===== src/rtl/cond_issue_queue_pkg.sv =====
// Shared constants for the conditional issue queue: ARM-style condition
// codes and the bit positions of N/Z/C/V inside the 4-bit flags bus.
package cond_issue_queue_pkg;

  localparam int COND_W = 4;

  typedef enum logic [COND_W-1:0] {
    CC_EQ = 4'h0, CC_NE = 4'h1, CC_CS = 4'h2, CC_CC = 4'h3,
    CC_MI = 4'h4, CC_PL = 4'h5, CC_VS = 4'h6, CC_VC = 4'h7,
    CC_HI = 4'h8, CC_LS = 4'h9, CC_GE = 4'hA, CC_LT = 4'hB,
    CC_GT = 4'hC, CC_LE = 4'hD, CC_AL = 4'hE, CC_NV = 4'hF
  } cond_e;

  localparam int FLAG_N = 3;
  localparam int FLAG_Z = 2;
  localparam int FLAG_C = 1;
  localparam int FLAG_V = 0;

endpackage


===== src/rtl/cond_issue_queue_if.sv =====
// Upstream/downstream valid-ready handshake bundle for the issue queue.
interface cond_issue_queue_if #(
  parameter int DATA_W = 32
);
  logic              in_valid;
  logic              in_ready;
  logic [DATA_W-1:0] in_data;
  logic              out_valid;
  logic              out_ready;
  logic [DATA_W-1:0] out_data;

  modport master (
    output in_valid, in_data, out_ready,
    input  in_ready, out_valid, out_data
  );

  modport slave (
    input  in_valid, in_data, out_ready,
    output in_ready, out_valid, out_data
  );
endinterface


===== src/rtl/cond_issue_queue_cond_eval.sv =====
// Combinational condition-code check of a 4-bit cond field against NZCV.
module cond_eval
  import cond_issue_queue_pkg::*;
(
  input  logic [COND_W-1:0] cond,
  input  logic [3:0]        flags,
  output logic              pass
);
  logic w_n, w_z, w_c, w_v;

  assign w_n = flags[FLAG_N];
  assign w_z = flags[FLAG_Z];
  assign w_c = flags[FLAG_C];
  assign w_v = flags[FLAG_V];

  always_comb begin
    pass = 1'b0;
    case (cond_e'(cond))
      CC_EQ: pass = w_z;
      CC_NE: pass = !w_z;
      CC_CS: pass = w_c;
      CC_CC: pass = !w_c;
      CC_MI: pass = w_n;
      CC_PL: pass = !w_n;
      CC_VS: pass = w_v;
      CC_VC: pass = !w_v;
      CC_HI: pass = w_c && !w_z;
      CC_LS: pass = !w_c || w_z;
      CC_GE: pass = (w_n == w_v);
      CC_LT: pass = (w_n != w_v);
      CC_GT: pass = !w_z && (w_n == w_v);
      CC_LE: pass = w_z || (w_n != w_v);
      CC_AL: pass = 1'b1;
      default: pass = 1'b0;
    endcase
  end
endmodule


===== src/rtl/cond_issue_queue.sv =====
// In-order issue queue: head word issues to a single output register when its
// condition passes against the current flags, or is dropped and counted.
module cond_issue_queue
  import cond_issue_queue_pkg::*;
#(
  parameter int DATA_W = 32,
  parameter int DEPTH  = 4,
  parameter int CNT_W  = 16
) (
  input  logic                     clk,
  input  logic                     rst,
  cond_issue_queue_if.slave        bus,
  input  logic [3:0]               flags,
  input  logic                     flags_valid,
  output logic [$clog2(DEPTH):0]   occupancy,
  output logic [CNT_W-1:0]         squash_count
);
  localparam int AW = $clog2(DEPTH);

  logic [DATA_W-1:0] r_mem [DEPTH];
  logic [AW:0]       r_wptr, r_rptr;
  logic              r_live;
  logic              r_out_valid;
  logic [DATA_W-1:0] r_out_data;
  logic [CNT_W-1:0]  r_squash;

  logic              w_empty, w_full, w_in_ready, w_push;
  logic              w_out_free, w_eval, w_pass, w_issue, w_squash;
  logic [DATA_W-1:0] w_head;

  assign w_empty = (r_wptr == r_rptr);
  assign w_full  = (r_wptr[AW] != r_rptr[AW]) && (r_wptr[AW-1:0] == r_rptr[AW-1:0]);

  // r_live keeps in_ready low through reset and for the edge it is released on
  assign w_in_ready = r_live && !w_full;
  assign w_push     = bus.in_valid && w_in_ready;

  assign w_head     = r_mem[r_rptr[AW-1:0]];
  assign w_out_free = !r_out_valid || bus.out_ready;
  assign w_eval     = !w_empty && flags_valid && w_out_free;
  assign w_issue    = w_eval && w_pass;
  assign w_squash   = w_eval && !w_pass;

  cond_eval u_cond (
    .cond  (w_head[DATA_W-1 -: COND_W]),
    .flags (flags),
    .pass  (w_pass)
  );

  always_ff @(posedge clk) begin
    if (w_push) r_mem[r_wptr[AW-1:0]] <= bus.in_data;
  end

  always_ff @(posedge clk or posedge rst) begin
    if (rst) begin
      r_wptr      <= '0;
      r_rptr      <= '0;
      r_live      <= 1'b0;
      r_out_valid <= 1'b0;
      r_out_data  <= '0;
      r_squash    <= '0;
    end else begin
      r_live <= 1'b1;
      if (w_push) r_wptr <= r_wptr + 1'b1;
      if (w_eval) r_rptr <= r_rptr + 1'b1;
      if (w_issue) begin
        r_out_valid <= 1'b1;
        r_out_data  <= w_head;
      end else if (r_out_valid && bus.out_ready) begin
        r_out_valid <= 1'b0;
      end
      if (w_squash && (r_squash != '1)) r_squash <= r_squash + 1'b1;
    end
  end

  assign occupancy     = r_wptr - r_rptr;
  assign squash_count  = r_squash;
  assign bus.in_ready  = w_in_ready;
  assign bus.out_valid = r_out_valid;
  assign bus.out_data  = r_out_data;
endmodule


===== src/flat_wrapper.sv =====
// flat-port wrapper written by rule: the top's interface ports become plain ports
module cond_issue_queue_flat import cond_issue_queue_pkg::*;
#(
  parameter int DATA_W = 32,
  parameter int DEPTH  = 4,
  parameter int CNT_W  = 16
)
  (clk, rst, flags, flags_valid, occupancy, squash_count, bus_in_valid, bus_in_data, bus_out_ready, bus_in_ready, bus_out_valid, bus_out_data);
  cond_issue_queue_if #(.DATA_W(DATA_W)) bus_i ();
  input  logic clk;
  input  logic rst;
  input  logic [3:0] flags;
  input  logic flags_valid;
  output logic [$clog2(DEPTH):0] occupancy;
  output logic [CNT_W-1:0] squash_count;
  input wire logic [$bits(bus_i.in_valid)-1:0] bus_in_valid;
  input wire logic [$bits(bus_i.in_data)-1:0] bus_in_data;
  input wire logic [$bits(bus_i.out_ready)-1:0] bus_out_ready;
  output wire logic [$bits(bus_i.in_ready)-1:0] bus_in_ready;
  output wire logic [$bits(bus_i.out_valid)-1:0] bus_out_valid;
  output wire logic [$bits(bus_i.out_data)-1:0] bus_out_data;
  assign bus_i.in_valid = bus_in_valid;
  assign bus_i.in_data = bus_in_data;
  assign bus_i.out_ready = bus_out_ready;
  assign bus_in_ready = bus_i.in_ready;
  assign bus_out_valid = bus_i.out_valid;
  assign bus_out_data = bus_i.out_data;
  cond_issue_queue #(.DATA_W(DATA_W), .DEPTH(DEPTH), .CNT_W(CNT_W)) u_core (.clk(clk), .rst(rst), .bus(bus_i), .flags(flags), .flags_valid(flags_valid), .occupancy(occupancy), .squash_count(squash_count));
endmodule

===== config.mk =====
export PLATFORM = sky130hd
export DESIGN_NAME = cond_issue_queue_flat
export DESIGN_NICKNAME = d
export VERILOG_FILES = /design/src/rtl/cond_issue_queue_pkg.sv /design/src/rtl/cond_issue_queue_if.sv /design/src/rtl/cond_issue_queue_cond_eval.sv /design/src/rtl/cond_issue_queue.sv /design/src/flat_wrapper.sv
export SDC_FILE = /design/constraint.sdc
export NUM_CORES = 1
export LEC_CHECK = 0
export ABC_AREA = 1
export CORE_MARGIN = 4
export CORE_UTILIZATION = 55
export CTS_BUF_LIST = sky130_fd_sc_hd__clkbuf_8 sky130_fd_sc_hd__clkbuf_16
export DETAILED_ROUTE_END_ITERATION = 7
export GPL_TIMING_DRIVEN = 1
export PLACE_DENSITY = 0.81
export RECOVER_POWER = 25
export SYNTH_ARGS = -nofsm -noshare
export SYNTH_HDL_FRONTEND = slang
export SYNTH_SLANG_ARGS = --single-unit

===== constraint.sdc =====
create_clock -name clk -period 6.55 [get_ports clk]
set_input_delay 1.31 -clock clk [delete_from_list [all_inputs] [get_ports clk]]
set_output_delay 1.31 -clock clk [all_outputs]
set_load 0.05 [all_outputs]

==> summary.txt, run 1 <==
Logic synthesis
  – Prevailing post-synth register cell: edfxtp_1
  – Post-Syn Area: 7838 sq um
  – Count of state elements after synthesis: 184
  – Net count of the mapped netlist: 763
  – Count of distinct cell types in the synthesized netlist: 32
  – Async set-reset flop share out of synthesis: 0.3043
  – Number of enable-type register cells in the synthesized netlist: 128
  – Avg Cell Area, Syn: 10.99 sq um
  – Ys Warns: 0
  – Cell count after synthesis: 713
  – Sequential element share of the synthesized area: 0.6692

CTS
  – H-tree levels: 4
  – Clock-pin slew reported for the worst setup and hold paths after clock tree synthesis: 0.06 ns
  – Clk sink count: 184
  – Clock tree from TritonCTS: yes
  – Clock Path Buffers: 2
  – TritonCTS Buffers: 17
  – Post-cts hold buffer count: 0
  – Later-pin clock latency in the skew report: 0.43 ns
  – Post-CTS setup repair buffer count: 0
  – Cell at the root of the clock tree: clkbuf_16
  – Post-cts resize count: 0

Place
  – PortBufs: 93
  – GPL Wtd Cong: 0.9264
  – Detailed-placement wirelength estimate: 10,700 um
  – Instance count after placement with tap cells included: 953

Routing
  – Routed via count: 5,748
  – Ratio of routed vias to standard cells: 5.836
  – Routed wire length: 18,120 um
  – Avg WL per Cell: 18.39 um
  – Violation count after the first detailed-routing iteration: 495
  – DRT Pass-1 Iters: 5
  – # DRC: 0
  – Number of nets with antenna violations after routing: 0

Floorplan
  – Total core area: 13,930 sq um
  – Starting density of the core: 0.5624
  – Die X-Extent: 127.4 um
  – Overall die area: 16,220 sq um
  – Height of the die: 127.4 um
  – # rows: 43
  – Number of I/O pins: 94

Worst hold path
  – Hold depth: 2
  – Worst hold path type: reg2reg

Global route
  – Largest net degree at the start of global routing: 70
  – Number of global-route vias before repair: 5,914
  – Overall overflow remaining after global route: 0
  – Antenna violations before repair: 0
  – Wire length of the first global-routing pass: 28,880 um
  – Global routing usage summed across all routing layers: 0.2292

Critical path
  – R2R depth: 15
  – Timing endpoint of the critical path: bus_in_ready
  – Reg-to-reg critical path startpoint: u_core.r_rptr[0]
  – Reg-to-reg setup timing slack: 2.83 ns
  – Crit path kind: reg2out
  – Endpoint required time on the critical path: 5.24 ns
  – Beginning of the critical path: u_core.r_rptr[1]
  – Crit path capture type: output port
  – CP startpoint kind: flip-flop
  – Crit Path Max Fanout: 38
  – Data arrival, critical path: 2.71 ns
  – R2r endpoint: u_core.bus.out_data[0]

Layout
  – Relative area change from synthesis to final layout: 20.50%
  – Fin nets: 842
  – Fillcell total: 963
  – Final cell count without fillers: 985
  – Fraction of layout instances using a drive strength above 1: 0.06832
  – Share of the core filled with cells: 0.6777
  – ANT cells: 0

Timing
  – Number of slew-limit violations in the final report: 0
  – Final number of setup-violating endpoints: 0
  – Least-Margin Pin Slew: 1.100 ns
  – Period utilisation layout: 0.6137
  – Final clock skew: 0.009830 ns
  – Highest clock frequency the design can meet: 248.8 MHz
  – Total negative setup slack: 0 ns
  – Fin crit period: 4.020 ns
  – RSZ-0062 raised after global routing: false
  – Max_slew headroom: 0.2647
  – Final count of hold timing violations: 0

Run status
  – Result of the run: finished, final reports clean

Pwr
  – Power, Total: 4842 uW
  – Leakage power summed over all cells: 0.003771 uW
  – Peak ir drop on the vdd network: 294.7 uV
  – Power per standard cell area: 512.7 nW/um^2

Run
  – Number of max-cap violations: 0
## registers in the layout, indices dropped and copies added (netlist names)
| register | cells |
|---|---|
| u_core.bus.out_valid | 1 |
| u_core.r_live | 1 |
| u_core.squash_count | 16 |
| u_core.r_mem | 128 |
| u_core.bus.out_data | 32 |
| u_core.r_rptr | 3 |
| u_core.r_wptr | 3 |
## worst max-delay path: stages (launching register included)
cell	delay [ns]
dfrtp_1	0.39
inv_2	0.48
ha_1	0.36
a31oi_1	0.21
clkdlybuf4s50_1	0.84
## kinds of logic after synthesis
logic type | count (synthesis) | share of synthesized area
flops | 184 | 0.6692
fa+ha+maj | 9 | 0.01533
buf+inv | 75 | 0.04342
other cells | 1 | 0.0004785
simple gates | 335 | 0.1869
compound gates | 89 | 0.06226
xor+xnor | 20 | 0.02235
## stage by stage
stage / hold slack, ns / instance area, sq um / setup slack (ns)
floorplan: 0.4607 / 7838 / 2.110
global placement: 0.4557 / 8857 / 2.959
detailed placement: 0.4609 / 8857 / 2.892
CTS: 0.4835 / 9444 / 2.529
global route: 0.4942 / 9444 / 2.415
finish: 0.4781 / 9444 / 2.530
## placed cells by master (no fill, tap or decap), drive strengths merged, types with 2 or more instances in the layout
| master | n |
|---|---|
| clkinv | 5 |
| buf | 4 |
| nand2 | 172 |
| o21ai | 58 |
| xor2 | 16 |
| ha | 8 |
| dlygate4sd3 | 27 |
| nand4 | 21 |
| nand3 | 62 |
| nor2 | 72 |
| clkbuf | 17 |
| clkinvlp | 2 |
| bufinv | 3 |
| edfxtp | 128 |
| dfrtp | 56 |
| xnor2 | 4 |
| nor3 | 5 |
| clkdlybuf4s50 | 66 |
| inv | 43 |
| o22ai | 28 |
## routing by layer
layer	part of all wire	wire, um	vias up	GRT usage
met3	0.076	1383	45	0.03972
li1	-	-	2611	-
met4	0.025	454	0	0.1060
met2	0.52	9399	301	0.4020
met5	0	0	-	0
met1	0.38	6878	2791	0.2765
## Yosys cell counts (2+ instances only)
cell	n	area (sq um)
ha_1	8	100.1
o22ai_1	28	175.2
buf_6	6	67.56
clkbuf_1	21	78.83
o21ai_0	57	285.3
xor2_1	16	140.1
buf_1	3	11.26
nand2_4	2	22.52
nor2_4	3	33.78
edfxtp_1	128	3844
inv_1	35	131.4
nand3_1	62	310.3
nand2_1	163	611.8
nand2_2	7	43.79
buf_2	5	25.02
buf_4	2	15.01
nor2_1	69	259.0
inv_2	3	11.26
xnor2_1	4	35.03
dfrtp_1	56	1401
nor3_1	5	25.02
nand4_1	20	125.1
## worst min-delay path by stage
stage	start	end	slack, ns
floorplan	u_core.r_wptr[2]	u_core.r_wptr[2]	0.46
finish	u_core.bus.out_data[7]	u_core.bus.out_data[7]	0.48
global route	u_core.bus.out_data[16]	u_core.bus.out_data[16]	0.49
detailed placement	u_core.bus.out_data[18]	u_core.bus.out_data[18]	0.46
global placement	u_core.bus.out_data[9]	u_core.bus.out_data[9]	0.46
CTS	u_core.bus.out_data[7]	u_core.bus.out_data[7]	0.48
## where the power goes
group          internal [uW]  leakage (uW)  switching [uW]  total, uW
sequential              1490       0.00187             121       1610
combinational            613       0.00160            1600       2210
clock                    595      0.000295             424       1020
total                   2690       0.00377            2150       4840
## final cells by class
type / instances / area [sq um] / area share
Multi-Input combinational cell: 454 / 2282 / 0.2417
Clock buffer: 17 / 425.4 / 0.04505
Sequential cell: 184 / 5246 / 0.5555
Timing Repair Buffer: 97 / 960.9 / 0.1017
Clock inverter: 15 / 161.4 / 0.01709
Tap cell: 180 / 225.2 / 0.02385
Inverter: 38 / 142.6 / 0.01510
Power figures use the tool's default switching activity.
==> run 2: changes to the inputs <==
--- a/config.mk
+++ b/config.mk
@@ -7,11 +7,11 @@
 export LEC_CHECK = 0
 export ABC_AREA = 1
 export CORE_MARGIN = 4
-export CORE_UTILIZATION = 55
+export CORE_UTILIZATION = 50
 export CTS_BUF_LIST = sky130_fd_sc_hd__clkbuf_8 sky130_fd_sc_hd__clkbuf_16
 export DETAILED_ROUTE_END_ITERATION = 7
 export GPL_TIMING_DRIVEN = 1
-export PLACE_DENSITY = 0.81
+export PLACE_DENSITY = 0.78
 export RECOVER_POWER = 25
 export SYNTH_ARGS = -nofsm -noshare
 export SYNTH_HDL_FRONTEND = slang
==> constraint.sdc (replaced) <==
create_clock -name clk -period 3.2 [get_ports clk]
set_input_delay 0.64 -clock clk [delete_from_list [all_inputs] [get_ports clk]]
set_output_delay 0.64 -clock clk [all_outputs]
set_load 0.05 [all_outputs]
==> run 2 against run 1 <==
Compared with the run above: sequential power is 110% higher; combinational power is 110% higher; sequential share of layout area is 1.4 points lower; first-iteration DRC count is 1.6% higher; non-clock buffer count is 9 higher; largest cell class unchanged; critical path depth is 11 higher; clock power is 130% higher; die area is 9.4% higher; final area is 2.6% higher; critical endpoint is now u_core.bus.out_data[11]; utilization is 4.3 points lower; clock-buffer cell count is 4 higher; via count is 0.45% higher.
==> summary.txt, run 2 (synthesized netlist as in run 1, its figures left out) <==
Run status
  – Result of the run: finished, final reports clean

Timing
  – Final number of setup-violating endpoints: 0 (unchanged)
  – Final clock skew: 0.01646 ns (+0.006633 ns)
  – Highest clock frequency the design can meet: 337.6 MHz
  – Fin crit period: 2.962 ns
  – Final count of hold timing violations: 0 (unchanged)
  – RSZ-0062 raised after global routing: false
  – Least-Margin Pin Slew: 0.8840 ns (-0.2164 ns)
  – Total negative setup slack: 0 ns (unchanged)
  – Period utilisation layout: 0.9258
  – Number of slew-limit violations in the final report: 0 (unchanged)
  – Max_slew headroom: 0.4100 (+0.1453)

Run
  – Number of max-cap violations: 0 (unchanged)

Global route
  – Antenna violations before repair: 1 (+1)
  – Overall overflow remaining after global route: 0 (unchanged)
  – Wire length of the first global-routing pass: 30,230 um (+4.7%)
  – Largest net degree at the start of global routing: 60 (-14%)
  – Number of global-route vias before repair: 5,971 (+0.96%)
  – Global routing usage summed across all routing layers: 0.2181 (-0.01113)

Layout
  – ANT cells: 0 (unchanged)
  – Leading cell types in the layout, fill and taps excluded: nand2_1 (163), edfxtp_1 (128), nor2_1 (65), clkdlybuf4s50_1 (63), nand3_1 (62)
  – Post-route standard cell area excluding fillers: 9692 sq um (+2.6%)
  – Relative area change from synthesis to final layout: 23.66%
  – Fin nets: 851 (+1.1%)
  – Multi-input combinational cell area: 2297 sq um (+0.66%)
  – Fraction of layout instances using a drive strength above 1: 0.08722 (+0.01890)
  – Sequential cell area: 5246 sq um (unchanged)
  – Fillcell total: 1,122 (+17%)
  – Max FFs per register: 128 (unchanged)
  – Most common cell after layout, fill and taps aside: nand2_1

Floorplan
  – # rows: 45 (+4.7%)
  – Number of I/O pins: 94 (unchanged)
  – Overall die area: 17,740 sq um (+9.4%)
  – Die X-Extent: 133.2 um (+4.6%)
  – Height of the die: 133.2 um (+4.6%)
  – Total core area: 15,260 sq um (+9.5%)
  – Starting density of the core: 0.5137 (-0.04880)

CTS
  – Clk sink count: 184 (unchanged)
  – Clock tree from TritonCTS: yes
  – TritonCTS Buffers: 17 (unchanged)
  – Clock-pin slew reported for the worst setup and hold paths after clock tree synthesis: 0.07 ns (about the same)
  – Post-CTS setup repair buffer count: 0 (unchanged)
  – Later-pin clock latency in the skew report: 0.44 ns (about the same)
  – Clock Path Buffers: 2 (unchanged)
  – Cell at the root of the clock tree: clkbuf_16
  – H-tree levels: 4 (unchanged)

Critical path
  – Data arrival, critical path: 3.34 ns (+0.63 ns)
  – Chain of cells forming the critical path: buf_6 > nand2_1 > nand2_1 > nand2_1 > nand2_2 > nand2_1 > nand2_1 > nand3_1 > nand2_1 > inv_2 > nor2_4 > nand2_4 > nand2_4 > nand2_1 > nand2_1
  – CP startpoint kind: flip-flop
  – Library cell contributing the largest single delay on the critical path: dfrtp_2
  – Crit path kind: reg2reg
  – Crit Path Max Fanout: 59 (+55%)
  – Critical path's largest stage delay: 0.52 ns (-0.32 ns)
  – Crit path capture type: flip-flop
  – Cell repeated most along the worst path: nand2_1
  – Endpoint required time on the critical path: 3.58 ns (-1.66 ns)

Routing
  – Avg WL per Cell: 18.41 um (+0.12%)
  – Number of nets with antenna violations after routing: 0 (unchanged)
  – Violation count after the first detailed-routing iteration: 503 (+1.6%)
  – Routed wire length: 18,870 um (+4.2%)
  – Ratio of routed vias to standard cells: 5.633 (-3.5%)
  – # DRC: 0 (unchanged)
  – Routed wire length on met2: 9938 um (+5.7%)
  – Highest signal layer in the routed design: met5
  – Routed via count: 5,774 (+0.45%)
  – Met1 layer wirelength in the final routing: 7089 um (+3.1%)
  – DRT Pass-1 Iters: 5 (unchanged)
  – Detail Route met3 WL: 1347 um (-2.6%)

Place
  – Placed instance area: 9021 sq um (+1.9%)
  – Detailed-placement wirelength estimate: 11,520 um (+7.6%)
  – PortBufs: 93 (unchanged)
  – GPL Wtd Cong: 0.8645 (-6.7%)

Pwr
  – Peak ir drop on the vdd network: 550.6 uV (+87%)
  – Power per standard cell area: 1069 nW/um^2 (+110%)
  – Leakage power summed over all cells: 0.003872 uW (+2.7%)

Worst hold path
  – Worst hold path type: reg2reg
[run 2: timing repair]
item | CTS | global route
endpoints found under the setup margin | 0 | 33
hold buffers | 0 | 0
gates resized for setup | 0 | 3
[run 2: cell type report]
cell class	count	area share
clock buffer	21	0.05306
sequential	184	0.5413
timing repair buffer	106	0.1109
multi-input combinational	454	0.2370
tap	211	0.02724
clock inverter	11	0.01549
inverter	38	0.01498
[run 2: worst max-delay path: cells and delay by family (launching register included)]
family,cells,cell delay [ns]
flip-flops,1,0.52
AND/OR/NAND/NOR,13,1.90
buffers and inverters,2,0.47
[run 2: path summary, 6_finish.rpt]
check | startpoint | to | slack, ns | cells after the start
max in group asynchronous | rst | u_core.bus.out_data[0] | 1.53 | 3
min reg2reg | u_core.bus.out_data[21] | u_core.bus.out_data[21] | 0.48 | 2
min | u_core.bus.out_data[21] | u_core.bus.out_data[21] | 0.48 | 2
max | u_core.r_rptr[0] | u_core.bus.out_data[11] | 0.24 | 15
min in group asynchronous | rst | u_core.r_rptr[0] | 0.83 | 2
max reg2reg | u_core.r_rptr[0] | u_core.bus.out_data[11] | 0.24 | 15
[run 2: power breakdown]
group          total (uW)  switching, uW  internal [uW]
Combinational        4710           3310           1400
Clock                2310            911           1400
Sequential           3330            296           3040
[run 2: metal layers]
metal  track usage  vias up
met5             0        -
met4       0.09657        2
met3       0.04532       52
met2        0.3880      281
met1        0.2555     2805
li1              -     2634
[run 2: per-stage QoR]
stage | worst slack [ns] | total power (uW) | util | hold slack (ns) | std cells
floorplan | 0.08462 | 6639 | - | 0.4607 | 713
global placement | 0.4069 | 7821 | 0.5912 | 0.4535 | 993
detailed placement | 0.2259 | 8009 | 0.5912 | 0.4608 | 993
CTS | 0.1032 | 10360 | 0.6348 | 0.4771 | 1025
global route | 0.01894 | 10870 | 0.6352 | 0.5065 | 1025
finish | 0.2376 | 10360 | 0.6352 | 0.4752 | 1025
